<file path="src/rtl/sign_ext_11b_unit_if.sv">
`default_nettype none
// ============================================================================
// sign_ext_11b_unit_if : request/result bundle for the immediate extender
// Rev 1.0
// ============================================================================
interface sign_ext_11b_unit_if #(
  parameter int OUT_W = 16
);
  logic [10:0]      in;
  logic [1:0]       mode;
  logic             in_valid;
  logic [OUT_W-1:0] out;
  logic [OUT_W-1:0] out_q;
  logic             out_valid;
  logic             err;
  logic [15:0]      count;

  modport master (
    output in, mode, in_valid,
    input  out, out_q, out_valid, err, count
  );

  modport slave (
    input  in, mode, in_valid,
    output out, out_q, out_valid, err, count
  );
endinterface
`default_nettype wire

</file>
<file path="src/rtl/sign_ext_11b_unit.sv">
`default_nettype none
// ============================================================================
// sign_ext_11b_unit : selectable 11/8/5-bit sign or zero extender with a
//                     registered copy, range-error flag and acceptance counter
// Rev 1.0
// ============================================================================
module sign_ext_11b_unit #(
  parameter int OUT_W = 16
) (
  input  wire logic          clk,
  input  wire logic          rst,
  sign_ext_11b_unit_if.slave bus
);

  logic [10:0]      w_keep;
  logic             w_fill;
  logic             w_unused_nz;
  logic [OUT_W-1:0] w_out;

  logic [OUT_W-1:0] r_out_q;
  logic             r_valid;
  logic             r_err;
  logic [15:0]      r_count;

  // w_keep marks the low input bits passed through; w_fill feeds every other bit
  always_comb begin
    w_keep      = 11'h7FF;
    w_fill      = bus.in[10];
    w_unused_nz = 1'b0;
    case (bus.mode)
      2'b01: begin
        w_keep      = 11'h0FF;
        w_fill      = bus.in[7];
        w_unused_nz = |bus.in[10:8];
      end
      2'b10: begin
        w_keep      = 11'h01F;
        w_fill      = bus.in[4];
        w_unused_nz = |bus.in[10:5];
      end
      2'b11: begin
        w_fill      = 1'b0;
      end
      default: ;
    endcase
  end

  // Per-bit select keeps X/Z on any input bit visible at the output
  for (genvar i = 0; i < OUT_W; i++) begin : g_bit
    if (i < 11) begin : g_low
      assign w_out[i] = w_keep[i] ? bus.in[i] : w_fill;
    end else begin : g_high
      assign w_out[i] = w_fill;
    end
  end

  always_ff @(posedge clk or posedge rst) begin
    if (rst) begin
      r_out_q <= '0;
      r_valid <= 1'b0;
      r_err   <= 1'b0;
      r_count <= 16'h0000;
    end else begin
      r_valid <= bus.in_valid;
      if (bus.in_valid) begin
        r_out_q <= w_out;
        r_err   <= w_unused_nz;
        r_count <= r_count + 16'd1;
      end
    end
  end

  assign bus.out       = w_out;
  assign bus.out_q     = r_out_q;
  assign bus.out_valid = r_valid;
  assign bus.err       = r_err;
  assign bus.count     = r_count;

endmodule
`default_nettype wire

</file>
<file path="src/flat_wrapper.sv">
// flat-port wrapper written by rule: the top's interface ports become plain ports
module sign_ext_11b_unit_flat 
#(
  parameter int OUT_W = 16
)
  (clk, rst, bus_in, bus_mode, bus_in_valid, bus_out, bus_out_q, bus_out_valid, bus_err, bus_count);
  sign_ext_11b_unit_if #(.OUT_W(OUT_W)) bus_i ();
  input  wire logic clk;
  input  wire logic rst;
  input wire logic [$bits(bus_i.in)-1:0] bus_in;
  input wire logic [$bits(bus_i.mode)-1:0] bus_mode;
  input wire logic [$bits(bus_i.in_valid)-1:0] bus_in_valid;
  output wire logic [$bits(bus_i.out)-1:0] bus_out;
  output wire logic [$bits(bus_i.out_q)-1:0] bus_out_q;
  output wire logic [$bits(bus_i.out_valid)-1:0] bus_out_valid;
  output wire logic [$bits(bus_i.err)-1:0] bus_err;
  output wire logic [$bits(bus_i.count)-1:0] bus_count;
  assign bus_i.in = bus_in;
  assign bus_i.mode = bus_mode;
  assign bus_i.in_valid = bus_in_valid;
  assign bus_out = bus_i.out;
  assign bus_out_q = bus_i.out_q;
  assign bus_out_valid = bus_i.out_valid;
  assign bus_err = bus_i.err;
  assign bus_count = bus_i.count;
  sign_ext_11b_unit #(.OUT_W(OUT_W)) u_core (.clk(clk), .rst(rst), .bus(bus_i));
endmodule
</file>
<file path="config.mk">
export PLATFORM = sky130hd
export DESIGN_NAME = sign_ext_11b_unit_flat
export DESIGN_NICKNAME = d
export VERILOG_FILES = /design/src/rtl/sign_ext_11b_unit_if.sv /design/src/rtl/sign_ext_11b_unit.sv /design/src/flat_wrapper.sv
export SDC_FILE = /design/constraint.sdc
export NUM_CORES = 1
export LEC_CHECK = 0
export CORE_MARGIN = 2
export CORE_UTILIZATION = 31
export DETAILED_ROUTE_END_ITERATION = 12
export PLACE_DENSITY = 0.6
export SETUP_SLACK_MARGIN = 0.02
export SYNTH_ARGS = -nofsm -noshare
export SYNTH_HDL_FRONTEND = slang
export SYNTH_SLANG_ARGS = --single-unit
</file>
<file path="constraint.sdc">
create_clock -name clk -period 2.5 [get_ports clk]
set_input_delay 0.375 -clock clk [delete_from_list [all_inputs] [get_ports clk]]
set_output_delay 0.375 -clock clk [all_outputs]
set_load 0.02 [all_outputs]
</file>
# --- After elaboration in Yosys (flattened, before gate mapping) ---
# Index checks and enable logic that the tools add are counted.
word_totals:
  regBits: 30
  input_bits: 16
  output_inout_bits: 50
  word_cells: 24
classes:
  n_addsub: 1
  n_eq_ne: 3
  n_mux: 14
  reduce_logical: 2
ops:
  columns: ["cell", "count"]
  rows:
  - ["one-hot mux 11 bit (2 select lines)", 1]
  - ["adder 16 x 1 -> 16 bit, second input constant", 1]
  - ["2-to-1 mux 1 bit", 11]
  - ["OR reduction 6 bit", 1]
  - ["equality test 2 bit, second input constant", 2]
  - ["one-hot mux 1 bit (3 select lines)", 1]
  - ["OR reduction 3 bit", 1]
  - ["equality test 2 x 1 -> 1 bit, second input constant", 1]
  - ["one-hot mux 1 bit (2 select lines)", 1]

# --- Depth between registers and ports, before layout ---
# Gate-level depths: netlist of run 1.
depth:
  depth_word: 3
  mapped_depth: 6

# --- Worst setup path after synthesis of run 1 ---
# No wires, ideal clock.
synth_timing:
  path_type: "input-to-output"
  start: "in bus_mode[0]"
  end: "out bus_out[8]"
  arrival_time_ps: 1361
  path_slack_ps: 764
  stages: 6
  n_path_buf: 0
  path_cell_list: "inv_1 -> ha_1 -> a22oi_1 -> a21boi_2 -> nand2_1 -> nand2_1"
synth_via:
  elab_chain_len: 3
synth_lines:
  columns: ["element", "line", "rtl"]
  rows:
  - ["start: declaration", "flat_wrapper.sv:11", "input wire logic [$bits(bus_i.mode)-1:0] bus_mode;"]
  - ["equality test 2 bit or equality test 2 x 1 -> 1 bit (tied branches)", "sign_ext_11b_unit.sv:30", "case (bus.mode)"]
  - ["one-hot mux 1 bit (3 select lines) *", "sign_ext_11b_unit.sv:30", null]
  - ["net u_core.w_fill", "sign_ext_11b_unit.sv:16", "logic w_fill;"]
  - ["2-to-1 mux 1 bit *", "sign_ext_11b_unit.sv:51", "assign w_out[i] = w_keep[i] ? bus.in[i] : w_fill;"]
  - ["end: declaration", "flat_wrapper.sv:13", "output wire logic [$bits(bus_i.out)-1:0] bus_out;"]
# Mark *: on every way through the listed nets, which the timed path passes. The rest lies on a longest branch.

# --- Worst setup path in the final report of run 1 ---
layout_timing:
  start: "in bus_mode[0]"
  end: "out bus_out[9]"
layout_via:
  elab_chain_len: 3
layout_lines:
  columns: ["element", "line"]
  rows:
  - ["equality test 2 bit or equality test 2 x 1 -> 1 bit (tied branches)", "sign_ext_11b_unit.sv:30"]
  - ["one-hot mux 1 bit (3 select lines) or one-hot mux 11 bit (2 select lines) (tied branches)", "sign_ext_11b_unit.sv:30"]
  - ["2-to-1 mux 1 bit *", "sign_ext_11b_unit.sv:51"]
# Every way passes the cells marked *; elsewhere a longest branch is shown, timed or not.

==> out/summary.txt, run 1 <==
========================================================================================
Run status                                                                  complete, no violations
Register bit count reported by yosys                                                  30
DRC errors left                                                                        0
Dpl cells                                                                            257
Area after detailed placement                                                 2220 sq um
Detail Placement HPWL                                                       2620 microns
Number of standard-cell rows in the floorplan                                         25
I/O Buffers                                                                           65
Leakage power summed over all cells                                              1.05 nW
Area taken by flip-flops and latches                                           751 sq um
Global-route wire length before repair                                      5690 microns
Critical-path cell list                                                     clkdlybuf4s50_1, inv_1, ha_1, a22oi_2, a21boi_2, nand2_1, nand2_1, dlygate4sd2_1
Total Power                                                                      1.70 mW
Height of the die                                                           74.0 microns
Pin count of the biggest net entering global routing                                  20
Largest fanout on the critical path                                                    4
Summed area of non-filler cells in the final layout                           2320 sq um
Family with the most delay on the worst path                                buffers and inverters
Count of maximum capacitance violations                                                0
Power share of the combinational group                                             33.1%
Most common cell on crit path                                                    nand2_1
Die Outline Area                                                              5480 sq um
GRT Util Overall                                                                   13.5%
Cell with the biggest individual delay on the critical path                 clkdlybuf4s50_1
Register area share after synthesis                                                49.4%
Most common cell after layout, fill and taps aside                          clkdlybuf4s50_1
Antenna-violating nets left                                                            0
Die X-Extent                                                                74.0 microns
Clock root buffer                                                               clkbuf_8
Final Non-Filler Cells                                                               264
Final setup viols                                                                      0
Clock transition at path regs                                                    0.06 ns
Mapped cell area                                                              1520 sq um
Core area                                                                     4720 sq um
Class of the most critical hold timing path                                     in2async
Average cell area after synthesis                                             11.7 sq um
Cell internal power dissipation                                                  1.17 mW
Fraction of power consumed by the clock network                                    28.8%
CTS tree                                                                           built
FMAX                                                                           0.422 GHz
Count of pins over their slew limit                                                    0
Number of antenna violations at the first check in global routing                      0
Number of hold buffers added after CTS                                                 0
RD Place Congestion                                                                0.775
Post-layout net count                                                                217
Utilization after layout                                                           49.1%
Count of H-tree levels built during CTS                                                2
Final global-route overflow total                                                      0
Via Count                                                                           1150
Power share of the sequential group                                                38.1%
Required time reported for the critical path endpoint                            2.12 ns
Net Count, Synth                                                                     150
Number of optimization iterations in the first detailed-route pass                     4
Clk sinks                                                                             30
Drt via density                                                                     4.36
Clock insertion delay at the later pin of the skew report                        0.28 ns
Element type at the critical path start                                     primary input
Worst setup path class                                                            in2out
Ratio of cells with drive above 1 in the final layout                              20.3%
Number of buffers between clock root and the deepest sink                              2
Effective utilization at floorplan                                                 32.2%
Portion of the clock cycle consumed by the worst path in the final layout          94.7%
CTS Buf Count                                                                          5
Sw frac                                                                            30.9%
Count of endpoints failing hold in the final timing report                             0
Arrival time of the worst setup path                                             1.99 ns
Buffer and inverter count on the worst path                                            3
WL per Instance                                                             12.8 microns
Number of filler instances in the final layout                                       432
DRT Wirelength                                                              3390 microns
Unique masters post-synth                                                             32
Largest voltage drop on the vdd net                                             0.369 mV
Ratio of total power to cell area                                            733 nW/um^2
Setup repair after global routing missed its margin                                false
Delay of the slowest critical-path stage                                         0.49 ns
# IOs                                                                                 66
Number of global-route vias before repair                                           1203
Kind of capture point of the worst setup path                                output port
Worst Skew                                                                    0.00756 ns
Worst slew margin relative to its limit                                            63.6%
Synthesis-to-layout area growth                                                    52.5%
Commonest cells after routing, fill and taps aside                          54 x clkdlybuf4s50_1, 30 x dfrtp_1, 12 x buf_4, 11 x mux2_2
Instance count of the mapped netlist                                                 130
Slew at the pin closest to its max-slew limit                                   0.545 ns
P_sw                                                                            0.524 mW
First DRT Iteration DRCs                                                              25
Final min period                                                                 2.37 ns
Footprint of the multi-input gates                                             614 sq um
Diode count                                                                            0
Warnings, synthesis                                                                    0
========================================================================================
==> path summary, 6_finish.rpt <==
| check | slack, ns | start | end | depth (start not counted) |
|---|---|---|---|---|
| worst max-delay path | 0.13 | bus_mode[0] | bus_out[9] | 8 |
| worst min-delay path | 0.46 | rst | u_core.bus.err | 2 |
| worst max register to register | 1.05 | u_core.bus.count[0] | u_core.bus.count[12] | 5 |
| worst min register to register | 0.49 | u_core.bus.count[12] | u_core.bus.count[12] | 1 |
| max in group asynchronous | 1.40 | rst | u_core.bus.count[8] | 3 |
| min in group clk | 0.49 | u_core.bus.count[12] | u_core.bus.count[12] | 1 |
==> metal layers <==
layer	global-route usage, %	vias to the layer above	share of wire, %
met5	0	-	0
met1	17.3	543	43
met3	4.61	2	6.8
met4	3.03	0	0.38
li1	-	559	-
met2	22.1	46	50
==> layout make-up <==
type                            instances  share of cell area [%]
Inverter                                9                    1.46
Clock buffer                            6                    3.56
Timing Repair Buffer                   77                    31.2
Clock inverter                          1                    1.30
Tap cell                               67                    3.62
Multi-Input combinational cell         74                    26.5
Sequential cell                        30                    32.4
==> power by group through the flow <==
stage	combinational, mW	clock, mW	sequential (mW)
2_1_floorplan	0.215	0	0.738
3_3_place_gp	0.573	0	0.649
3_5_place_dp	0.581	0	0.655
4_1_cts	0.570	0.507	0.648
5_1_grt	0.602	0.526	0.662
6_report	0.562	0.490	0.647
==> repair_timing <==
item	in CTS	in global routing
endpoints found under the hold margin	0	0
setup buffers	0	0
resized for setup	12	3
endpoints found under the setup margin	11	1
==> worst reg2reg max path, delay by kind of cell, from the launching register on <==
family	cells	cell delay, ns
AND/OR/NAND/NOR	3	0.55
XOR/XNOR	1	0.13
flip-flops	1	0.43
adder cells (fa/ha/maj)	1	0.23
==> metrics by stage <==
step	setup slack (ns)	hold WS, ns	setup TNS (ns)
floorplan	0.764	0.406	0
global placement	-0.0941	0.475	-0.787
detailed placement	-0.151	0.492	-1.32
CTS	0.125	0.471	0
global route	0.0204	0.512	0
finish	0.132	0.459	0
==> logic make-up (layout without fill, tap and decap cells) <==
kind of cell	Yosys count	after routing	share of synthesized area [%]
fa+ha+maj	4	4	3.29
xor+xnor	15	15	9.14
simple gates	29	29	12.6
compound gates	14	14	6.26
mux	12	12	8.81
flops	30	30	49.4
buf+inv	26	93	10.5
==> synth_stat cells (all sizes together) <==
| library cell | instances | area [sq um] |
|---|---|---|
| buf | 17 | 126 |
| a211o | 1 | 8.76 |
| mux2 | 11 | 124 |
| nor4 | 1 | 6.26 |
| ha | 4 | 50.1 |
| nand2 | 9 | 33.8 |
| nor2 | 2 | 7.51 |
| a21oi | 2 | 10.0 |
| and4 | 2 | 20.0 |
| and3 | 6 | 47.5 |
| xor2 | 4 | 35.0 |
| a31oi | 3 | 18.8 |
| xnor2 | 11 | 104 |
| o22ai | 2 | 12.5 |
| nand4 | 2 | 27.5 |
| dfrtp | 30 | 751 |
| inv | 9 | 33.8 |
| a21boi | 1 | 11.3 |
| o31a | 1 | 8.76 |
| mux2i | 1 | 10.0 |
| nand2b | 3 | 18.8 |
| o21ai | 2 | 10.0 |
| o211ai | 1 | 7.51 |
| a22oi | 1 | 7.51 |
| nand3 | 4 | 30.0 |
==> flip-flops by register name, indices dropped and copies added (netlist names) <==
name	count
u_core.bus.count	16
u_core.bus.out_q	12
u_core.bus.err	1
u_core.bus.out_valid	1
(Power assumes the default switching activity.)
==> inputs of run 2 (changes only) <==
--- a/config.mk
+++ b/config.mk
@@ -8,6 +8,7 @@
 export CORE_MARGIN = 2
 export CORE_UTILIZATION = 31
 export DETAILED_ROUTE_END_ITERATION = 12
+export GPL_TIMING_DRIVEN = 1
 export PLACE_DENSITY = 0.6
 export SETUP_SLACK_MARGIN = 0.02
 export SYNTH_ARGS = -nofsm -noshare
==> results of run 2 <==
No change in the layout: final DEF, timing and power equal those of run 1.
